--- src/rtl/tt_stream_fifo.sv ---
// ============================================================================
// tt_stream_fifo
// ----------------------------------------------------------------------------
// Parametrised valid/ready stream FIFO that sits behind the tile pin wrapper
// and turns the direct input-to-output passthrough into a registered,
// flow-controlled path. Fill level and an error flag are exposed for debug.
//
// Parameters:
//   WIDTH      data width in bits (1..32)
//   DEPTH      entry count, power of two (2..256)
//
// Ports:
//   clk        clock, all state changes on the rising edge
//   rst        synchronous active-high reset
//   ena        block enable; when low no push or pop is accepted
//   in_data    write data
//   in_valid   producer has data
//   in_ready   FIFO can accept a word (!full && ena)
//   out_data   head-of-queue data, first-word-fall-through
//   out_valid  head is valid (!empty && ena)
//   out_ready  consumer takes the head
//   level      current occupancy, 0..DEPTH
//   err        sticky overflow/underflow attempt flag
//
// Build option:
//   STREAM_FIFO_ERR_EN  when defined, err is a sticky register set by a push
//                       attempt while full or a pop attempt while empty and
//                       cleared only by rst. When undefined, err is tied to 0
//                       and the error logic is not compiled.
// ============================================================================
module tt_stream_fifo #(
    parameter int WIDTH = 8,
    parameter int DEPTH = 16
) (
    input  logic                     clk,
    input  logic                     rst,
    input  logic                     ena,
    input  logic [WIDTH-1:0]         in_data,
    input  logic                     in_valid,
    output logic                     in_ready,
    output logic [WIDTH-1:0]         out_data,
    output logic                     out_valid,
    input  logic                     out_ready,
    output logic [$clog2(DEPTH):0]   level,
    output logic                     err
);

    localparam int PW = $clog2(DEPTH);
    localparam int LW = PW + 1;

    localparam logic [LW-1:0] LEVEL_FULL = LW'(DEPTH);
    localparam logic [LW-1:0] LEVEL_ONE  = LW'(1);
    localparam logic [PW-1:0] PTR_ONE    = PW'(1);

    // Storage array; deliberately has no reset so it can map onto plain
    // register files or distributed RAM.
    logic [WIDTH-1:0] mem [DEPTH];

    logic [PW-1:0]    wr_ptr;
    logic [PW-1:0]    rd_ptr;
    logic [PW-1:0]    rd_ptr_inc;
    logic [LW-1:0]    level_q;
    logic [WIDTH-1:0] head_q;

    logic full;
    logic empty;
    logic push;
    logic pop;
    logic level_is_one;

    // Status is derived purely from the registered level, so in_ready never
    // combinationally depends on out_ready. A push while full is therefore
    // refused even if a pop happens in the same cycle.
    assign full         = (level_q == LEVEL_FULL);
    assign empty        = (level_q == '0);
    assign level_is_one = (level_q == LEVEL_ONE);

    assign in_ready  = !full && ena;
    assign out_valid = !empty && ena;

    assign push = in_valid && in_ready;
    assign pop  = out_valid && out_ready;

    assign rd_ptr_inc = rd_ptr + PTR_ONE;

    assign level    = level_q;
    assign out_data = head_q;

    // Write port. A push presented during the reset cycle is ignored.
    always_ff @(posedge clk) begin
        if (push && !rst) begin
            mem[wr_ptr] <= in_data;
        end
    end

    // Pointers wrap naturally because DEPTH is a power of two.
    // Level tracks push/pop; simultaneous push and pop leaves it unchanged.
    always_ff @(posedge clk) begin
        if (rst) begin
            wr_ptr  <= '0;
            rd_ptr  <= '0;
            level_q <= '0;
        end else begin
            if (push) begin
                wr_ptr <= wr_ptr + PTR_ONE;
            end
            if (pop) begin
                rd_ptr <= rd_ptr_inc;
            end
            case ({push, pop})
                2'b10:   level_q <= level_q + LEVEL_ONE;
                2'b01:   level_q <= level_q - LEVEL_ONE;
                default: level_q <= level_q;
            endcase
        end
    end

    // Registered head-of-queue. Keeping the head in its own register lets
    // out_data hold the last popped word once the FIFO drains, instead of
    // showing whatever stale entry the read pointer now addresses.
    //  - A push lands straight in the head when the queue is empty, or when
    //    the only stored word is popped in the same cycle.
    //  - A pop with two or more words stored fetches the next entry, which
    //    is already in storage from an earlier edge.
    //  - A pop of the last word with no push keeps the popped value.
    always_ff @(posedge clk) begin
        if (rst) begin
            head_q <= '0;
        end else if (push && (empty || (level_is_one && pop))) begin
            head_q <= in_data;
        end else if (pop && !level_is_one) begin
            head_q <= mem[rd_ptr_inc];
        end
    end

`ifdef STREAM_FIFO_ERR_EN
    logic err_q;

    // Sticky error: an enabled push attempt while full, or an enabled pop
    // attempt while empty. Only reset clears it; refused transfers never
    // touch FIFO state.
    always_ff @(posedge clk) begin
        if (rst) begin
            err_q <= 1'b0;
        end else if ((in_valid && ena && full) || (out_ready && ena && empty)) begin
            err_q <= 1'b1;
        end
    end

    assign err = err_q;
`else
    assign err = 1'b0;
`endif

endmodule

--- config.mk ---
export PLATFORM = sky130hd
export DESIGN_NAME = tt_stream_fifo
export DESIGN_NICKNAME = d
export VERILOG_FILES = /design/src/rtl/tt_stream_fifo.sv
export SDC_FILE = /design/constraint.sdc
export NUM_CORES = 1
export LEC_CHECK = 0
export ABC_AREA = 1
export CAP_MARGIN = 20
export CORE_ASPECT_RATIO = 1.2
export CORE_MARGIN = 3
export CORE_UTILIZATION = 55
export CTS_CLUSTER_DIAMETER = 30
export DETAILED_ROUTE_END_ITERATION = 8
export GPL_TIMING_DRIVEN = 1
export PLACE_DENSITY = 0.76
export SLEW_MARGIN = 20
export SYNTH_ARGS = -nofsm -noshare
export SYNTH_HDL_FRONTEND = slang
export SYNTH_SLANG_ARGS = --single-unit
--- constraint.sdc ---
create_clock -name clk -period 2.4 [get_ports clk]
set_input_delay 0.6 -clock clk [delete_from_list [all_inputs] [get_ports clk]]
set_output_delay 0.6 -clock clk [all_outputs]
set_load 0.1 [all_outputs]
==> results_dict.tcl, run 1 <==
set metrics [dict create \
    ir_drop_uv 613 \
    drt_iter0_drc 605 \
    die_x_um 108 \
    seq_power_share 0.395 \
    ys_seq_area_frac 0.623 \
    fillers 882 \
    routabilityCongestion 0.919 \
    synth_common_cells "202 x nand2_1, 128 x edfxtp_1, 121 x inv_1, 108 x nand3_1, 29 x nor2_1" \
    syn_inst 710 \
    start_util 0.565 \
    p_leak_nw 3.62 \
    dp.final_hpwl_mm 10.8 \
    antenna_found_initial 0 \
    dp.cells 910 \
    worstPathArrival_ps 1570 \
    cts.path.max_buffers 2 \
    worst_slew_pin_slew_ps 682 \
    fin_crit_ps 2170 \
    stdcell_area_sq_um 8250 \
    grt.total_usage 0.257 \
    gr-total-overflow 0 \
    path_class "reg -> out" \
    start_kind "flip-flop" \
    synth_seq_cells 149 \
    synth_top_area_cell "edfxtp_1" \
    fin_cells 942 \
    grt_pass1_vias 4955 \
    grt_pass1_wl_mm 26.4 \
    worstPathMaxFanout 6 \
    required_ps 1800 \
    synth_area_per_cell_sq_um 9.63 \
    cts_root_buf "clkbuf_16" \
    final_core_util 0.681 \
    portBuffers 27 \
    switching_share 0.258 \
    design.die.area_sq_um 13800 \
    final.period_utilization 0.903 \
    outcome "complete, no violations" \
    place_area_sq_um 7530 \
    cts_tree "done" \
    htreeDepth 4 \
    max_freq_mhz 462 \
    finalSetupTns_ps 0 \
    synth_top_flop_cell "edfxtp_1" \
    ant_nets 0 \
    dp_slack_ps 36.2 \
    rsz0062_at_grt "false" \
    synth_area_leaders "edfxtp_1 56%, nand2_1 11%, nand3_1 7.9%" \
    core_sq_um 12100 \
    yosys_warnings 0 \
    clock-sinks 149 \
    grt_start_max_net_pins 67 \
    async_flop_share 0 \
    syn-num-nets 733 \
    worst_slack_ps 234 \
    synth_top_area_share 0.562 \
    num_antenna_cells 0 \
    drc_errors 0 \
    slew_headroom 0.544 \
    hold_slack_ps 491 \
    vias 5165 \
    netSwitchingPower_mw 1.89 \
    avgViaCountPerCell 5.48 \
    hold_buffers 0 \
    first_pass_iters 8 \
    final_net_count 791 \
    totalPowerFinal_mw 7.33 \
    holdCritPathClass "reg -> reg" \
    io_pins 29 \
    num_rows 44 \
    post-cts-setup-buffers 0 \
    area_growth_syn_to_layout_pct 20.6 \
    fp.dieH_um 128 \
    clkLatencyLatePin_ps 410 \
    clkPwrFrac 0.434 \
    wl_mm 16.7 \
    synth_area_sq_um 6840 \
    internal_power_mw 5.44 \
    cts_resized 0 \
    final-setup-viol-count 0 \
    finalClockSkew_ps 6.86 \
    maxCapViolCount 0 \
    routedWlPerCell_um 17.7 \
    clk_pin_slew_ps 60 \
    hold_viol_final 0 \
    drive_gt1_frac 0.142 \
    slew_viol_final 0 \
    synth_edf_count 128 \
    numCtsBuffers 17 \
    power.density_nw_per_um2 888 \
    yosysMostFrequentCell "nand2_1" \
    endpoint_kind "primary output" \
    combPwrFrac 0.170 \
    synthDistinctLibCells 32 \
]
==> layout by cell type, fill, tap and decap left out, types with 3 or more instances in the layout <==
cell type	instances
a21oi_1	13
buf_12	4
edfxtp_1	128
clkdlybuf4s50_1	12
dfxtp_2	4
clkbuf_16	17
inv_1	120
bufinv_16	8
dfxtp_1	15
nor3_2	4
nand3b_1	7
nor3_4	4
nand3_1	108
nor2_1	29
buf_4	51
o21ai_0	13
clkbuf_1	3
ha_1	10
xor2_1	3
nand3_2	4
nand2_1	202
==> sequential cells by signal, indices dropped and copies added, names as in the netlist <==
signal	cells
level	5
mem	128
out_data	8
rd_ptr	4
wr_ptr	4
==> final timing paths <==
check	to	start	cells after the start	slack (ps)
max	in_ready	level[0]	6	230
min	level[3]	level[3]	1	490
max reg2reg	mem[10][3]	level[0]	9	330
min reg2reg	level[3]	level[3]	1	490
==> cell type report <==
type	instances	area, sq um	area share
flip-flops and latches	149	4280	0.519
multi-input cells	412	2020	0.245
repair buffers	67	583	0.0707
clock buffers	22	464	0.0563
inverters	121	454	0.0551
clock inverters	10	250	0.0303
well taps	161	201	0.0244
==> layer usage <==
metal / part of all wire / GRT usage / wire (um)
met5: 0 / 0 / 0
met4: 0.046 / 0.140 / 774
met3: 0.075 / 0.0494 / 1250
met2: 0.49 / 0.419 / 8140
met1: 0.39 / 0.323 / 6510
==> critical path: stages, from the launching register on <==
cell and delay (ps):
dfxtp_4 360, inv_1 100, ha_1 240, nand3_1 120, nand2_1 60, inv_1 90, buf_12 180
==> cells by family (layout without fill, tap and decap cells) <==
group,count (synthesis),count (layout),share of synthesized area
simple gates,365,365,0.232
flops,149,149,0.623
fa+ha+maj,10,10,0.0183
buf+inv,149,220,0.0911
compound gates,31,31,0.0262
other cells,1,1,0.000548
xor+xnor,5,5,0.00860
==> power by group through the flow <==
stage	clock network, mW	registers [mW]	logic, mW
global route	3.32	2.90	1.34
floorplan	0	3.17	0.653
detailed placement	0	2.95	1.23
CTS	3.20	2.90	1.24
global placement	0	2.95	1.20
finish	3.18	2.90	1.25
No activity file was read; power rests on OpenSTA's default activity.
==> inputs of run 2 (changes only) <==
--- a/config.mk
+++ b/config.mk
@@ -5,15 +5,16 @@
 export SDC_FILE = /design/constraint.sdc
 export NUM_CORES = 1
 export LEC_CHECK = 0
-export ABC_AREA = 1
+export ABC_AREA = 0
 export CAP_MARGIN = 20
 export CORE_ASPECT_RATIO = 1.2
 export CORE_MARGIN = 3
-export CORE_UTILIZATION = 55
+export CORE_UTILIZATION = 57
 export CTS_CLUSTER_DIAMETER = 30
 export DETAILED_ROUTE_END_ITERATION = 8
+export DONT_BUFFER_PORTS = 1
 export GPL_TIMING_DRIVEN = 1
-export PLACE_DENSITY = 0.76
+export PLACE_DENSITY = 0.75
 export SLEW_MARGIN = 20
 export SYNTH_ARGS = -nofsm -noshare
 export SYNTH_HDL_FRONTEND = slang
==> run 2 against run 1 <==
Compared with the run above:
- first-iteration DRC count shrank 52%
- utilization grew 0.087 points
- clock power shrank 13%
- die area shrank 12%
- critical path type unchanged
- global-route usage shrank 3.0 points
- clock skew is essentially flat
- combinational power shrank 16%
- final cell count shrank 40%
- critical endpoint is now out_valid
- hold slack lost 250 ps
- cell area shrank 13%
==> results_dict.tcl, run 2 <==
set metrics [dict create \
    antenna_found_initial 0 \
    drive_gt1_frac 0.251 \
    synth_area_leaders "edfxtp_1 62%, dfxtp_1 6.8%, mux2i_1 5.8%" \
    synth_top_flop_cell "edfxtp_1" \
    start_util 0.585 \
    p_leak_nw 2.39 \
    hold_slack_ps 243 \
    vias 3485 \
    holdCritPathClass "in -> reg" \
    mostFrequentLayoutCell "edfxtp_1" \
    multiInputGateArea_sq_um 1800 \
    grt.total_usage 0.227 \
    slew_viol_final 0 \
    cts.path.max_buffers 2 \
    grt_pass1_wl_mm 19.9 \
    synth_area_per_cell_sq_um 16.1 \
    cts_tree "done" \
    start_kind "flip-flop" \
    maxCapViolCount 0 \
    final_cell_mix "128 x edfxtp_1, 38 x buf_4, 36 x mux2i_1, 26 x nor2_1, 22 x nand2_1" \
    synth_seq_cells 149 \
    grt_pass1_vias 3593 \
    finalClockSkew_ps 6.76 \
    gr-total-overflow 0 \
    htreeDepth 4 \
    avgViaCountPerCell 6.15 \
    ff_latch_area_sq_um 4280 \
    hold_viol_final 0 \
    ys_seq_area_frac 0.690 \
    first_pass_iters 4 \
    ant_nets 0 \
    fillers 702 \
    synth_area_sq_um 6180 \
    routabilityCongestion 0.795 \
    drc_errors 0 \
    routedWlPerCell_um 22.8 \
    io_pins 29 \
    cts_root_buf "clkbuf_16" \
    fp.dieH_um 120 \
    syn_inst 385 \
    met3_wirelength_um 949 \
    finalSetupTns_ps 0 \
    syn-num-nets 408 \
    place_area_sq_um 6560 \
    design.die.area_sq_um 12100 \
    worst_slew_pin_slew_ps 823 \
    top_layer "met4" \
    area_growth_syn_to_layout_pct 16.6 \
    grt_start_max_net_pins 24 \
    outcome "complete, no violations" \
    ir_drop_uv 537 \
    max_freq_mhz 428 \
    final-setup-viol-count 0 \
    r2r_cells 11 \
    wl_met1_mm 5.18 \
    async_flop_share 0 \
    required_ps 1800 \
    die_x_um 101 \
    final_net_count 448 \
    dp.final_hpwl_mm 8.30 \
    wl_mm 12.9 \
    portBuffers 0 \
    synth_common_cells "128 x edfxtp_1, 36 x mux2i_1, 28 x nor2_1, 22 x nand2_1, 21 x dfxtp_1" \
    drt_iter0_drc 293 \
    hold_path_depth 1 \
    worstPathArrival_ps 1740 \
    num_antenna_cells 0 \
    num_rows 41 \
    clk_pin_slew_ps 60 \
    largest_register_ffs 128 \
    yosysMostFrequentCell "edfxtp_1" \
    clock-sinks 149 \
    path_class "reg -> out" \
    synth_top_area_share 0.622 \
    final.period_utilization 0.973 \
    largest_register "mem" \
    worstPathMaxFanout 3 \
    synthDistinctLibCells 51 \
    numCtsBuffers 17 \
    synth_top_area_cell "edfxtp_1" \
    r2r_slack_ps 200 \
    power.density_nw_per_um2 932 \
    yosys_warnings 0 \
    clkLatencyLatePin_ps 420 \
    wl_met2_mm 6.33 \
    synth_edf_count 128 \
    rsz0062_at_grt "false" \
    core_sq_um 10600 \
    endpoint_kind "primary output" \
    fin_crit_ps 2340 \
    slew_headroom 0.451 \
    stdcell_area_sq_um 7210 \
]
## run 2: cell count changes in the layout (fill, tap and decap cells not counted), sizes merged, moves of 16 or more
cell / change
nand2: -183
inv: -114
nand3: -101
mux2i: +36
mux4: +16
## run 2: per-stage QoR
stage / worst slack, ps / utilization / cells / power, mW
floorplan: -26.9 / - / 385 / 3.76
global placement: 136 / 0.620 / 534 / 3.94
detailed placement: -2.97 / 0.620 / 534 / 3.97
CTS: 12.0 / 0.680 / 567 / 6.73
global route: 10.0 / 0.682 / 567 / 6.90
finish: 63.7 / 0.682 / 567 / 6.72
## run 2: final timing paths
path | end | start
max reg2reg | level[4] | level[1]
min | level[4] | rst
min reg2reg | rd_ptr[1] | rd_ptr[1]
max | out_valid | level[1]
## run 2: cell families after synthesis
logic type      after synthesis  synth area share
other cells                   1          0.000607
simple gates                 80            0.0591
xor+xnor                     12            0.0194
fa+ha+maj                    10            0.0202
mux                          52             0.117
buf+inv                      26            0.0275
flops                       149             0.690
compound gates               55            0.0662
## run 2: area by class of cell
class,count,area share
multi-input cells,210,0.250
inverters,7,0.00365
well taps,129,0.0224
clock buffers,19,0.0601
repair buffers,40,0.0451
flip-flops and latches,149,0.593
clock inverters,13,0.0259
## run 2: repair_timing
action                     CTS  global route
setup buffers                1             0
setup endpoints to repair    2             4
pin swaps                    1             2
hold buffers                 0             0
gates resized for setup      2             6
## run 2: power by group
| group | switching [mW] | total [mW] | leakage, nW | internal, mW |
|---|---|---|---|---|
| Combinational | 0.708 | 1.05 | 0.762 | 0.338 |
| Clock | 0.944 | 2.77 | 0.307 | 1.82 |
| Sequential | 0.0348 | 2.91 | 1.33 | 2.87 |
| Total | 1.69 | 6.72 | 2.39 | 5.03 |
## run 2: layer usage
| layer | vias to the layer above | track usage |
|---|---|---|
| li1 | 1581 | - |
| met1 | 1720 | 0.298 |
| met2 | 152 | 0.344 |
| met3 | 32 | 0.0698 |
| met4 | 0 | 0.112 |
| met5 | - | 0 |
## run 2: critical path: stages (launching register included)
cell and delay, ps:
dfxtp_4 340, inv_2 70, ha_4 150, or4b_4 480
and2_4 280
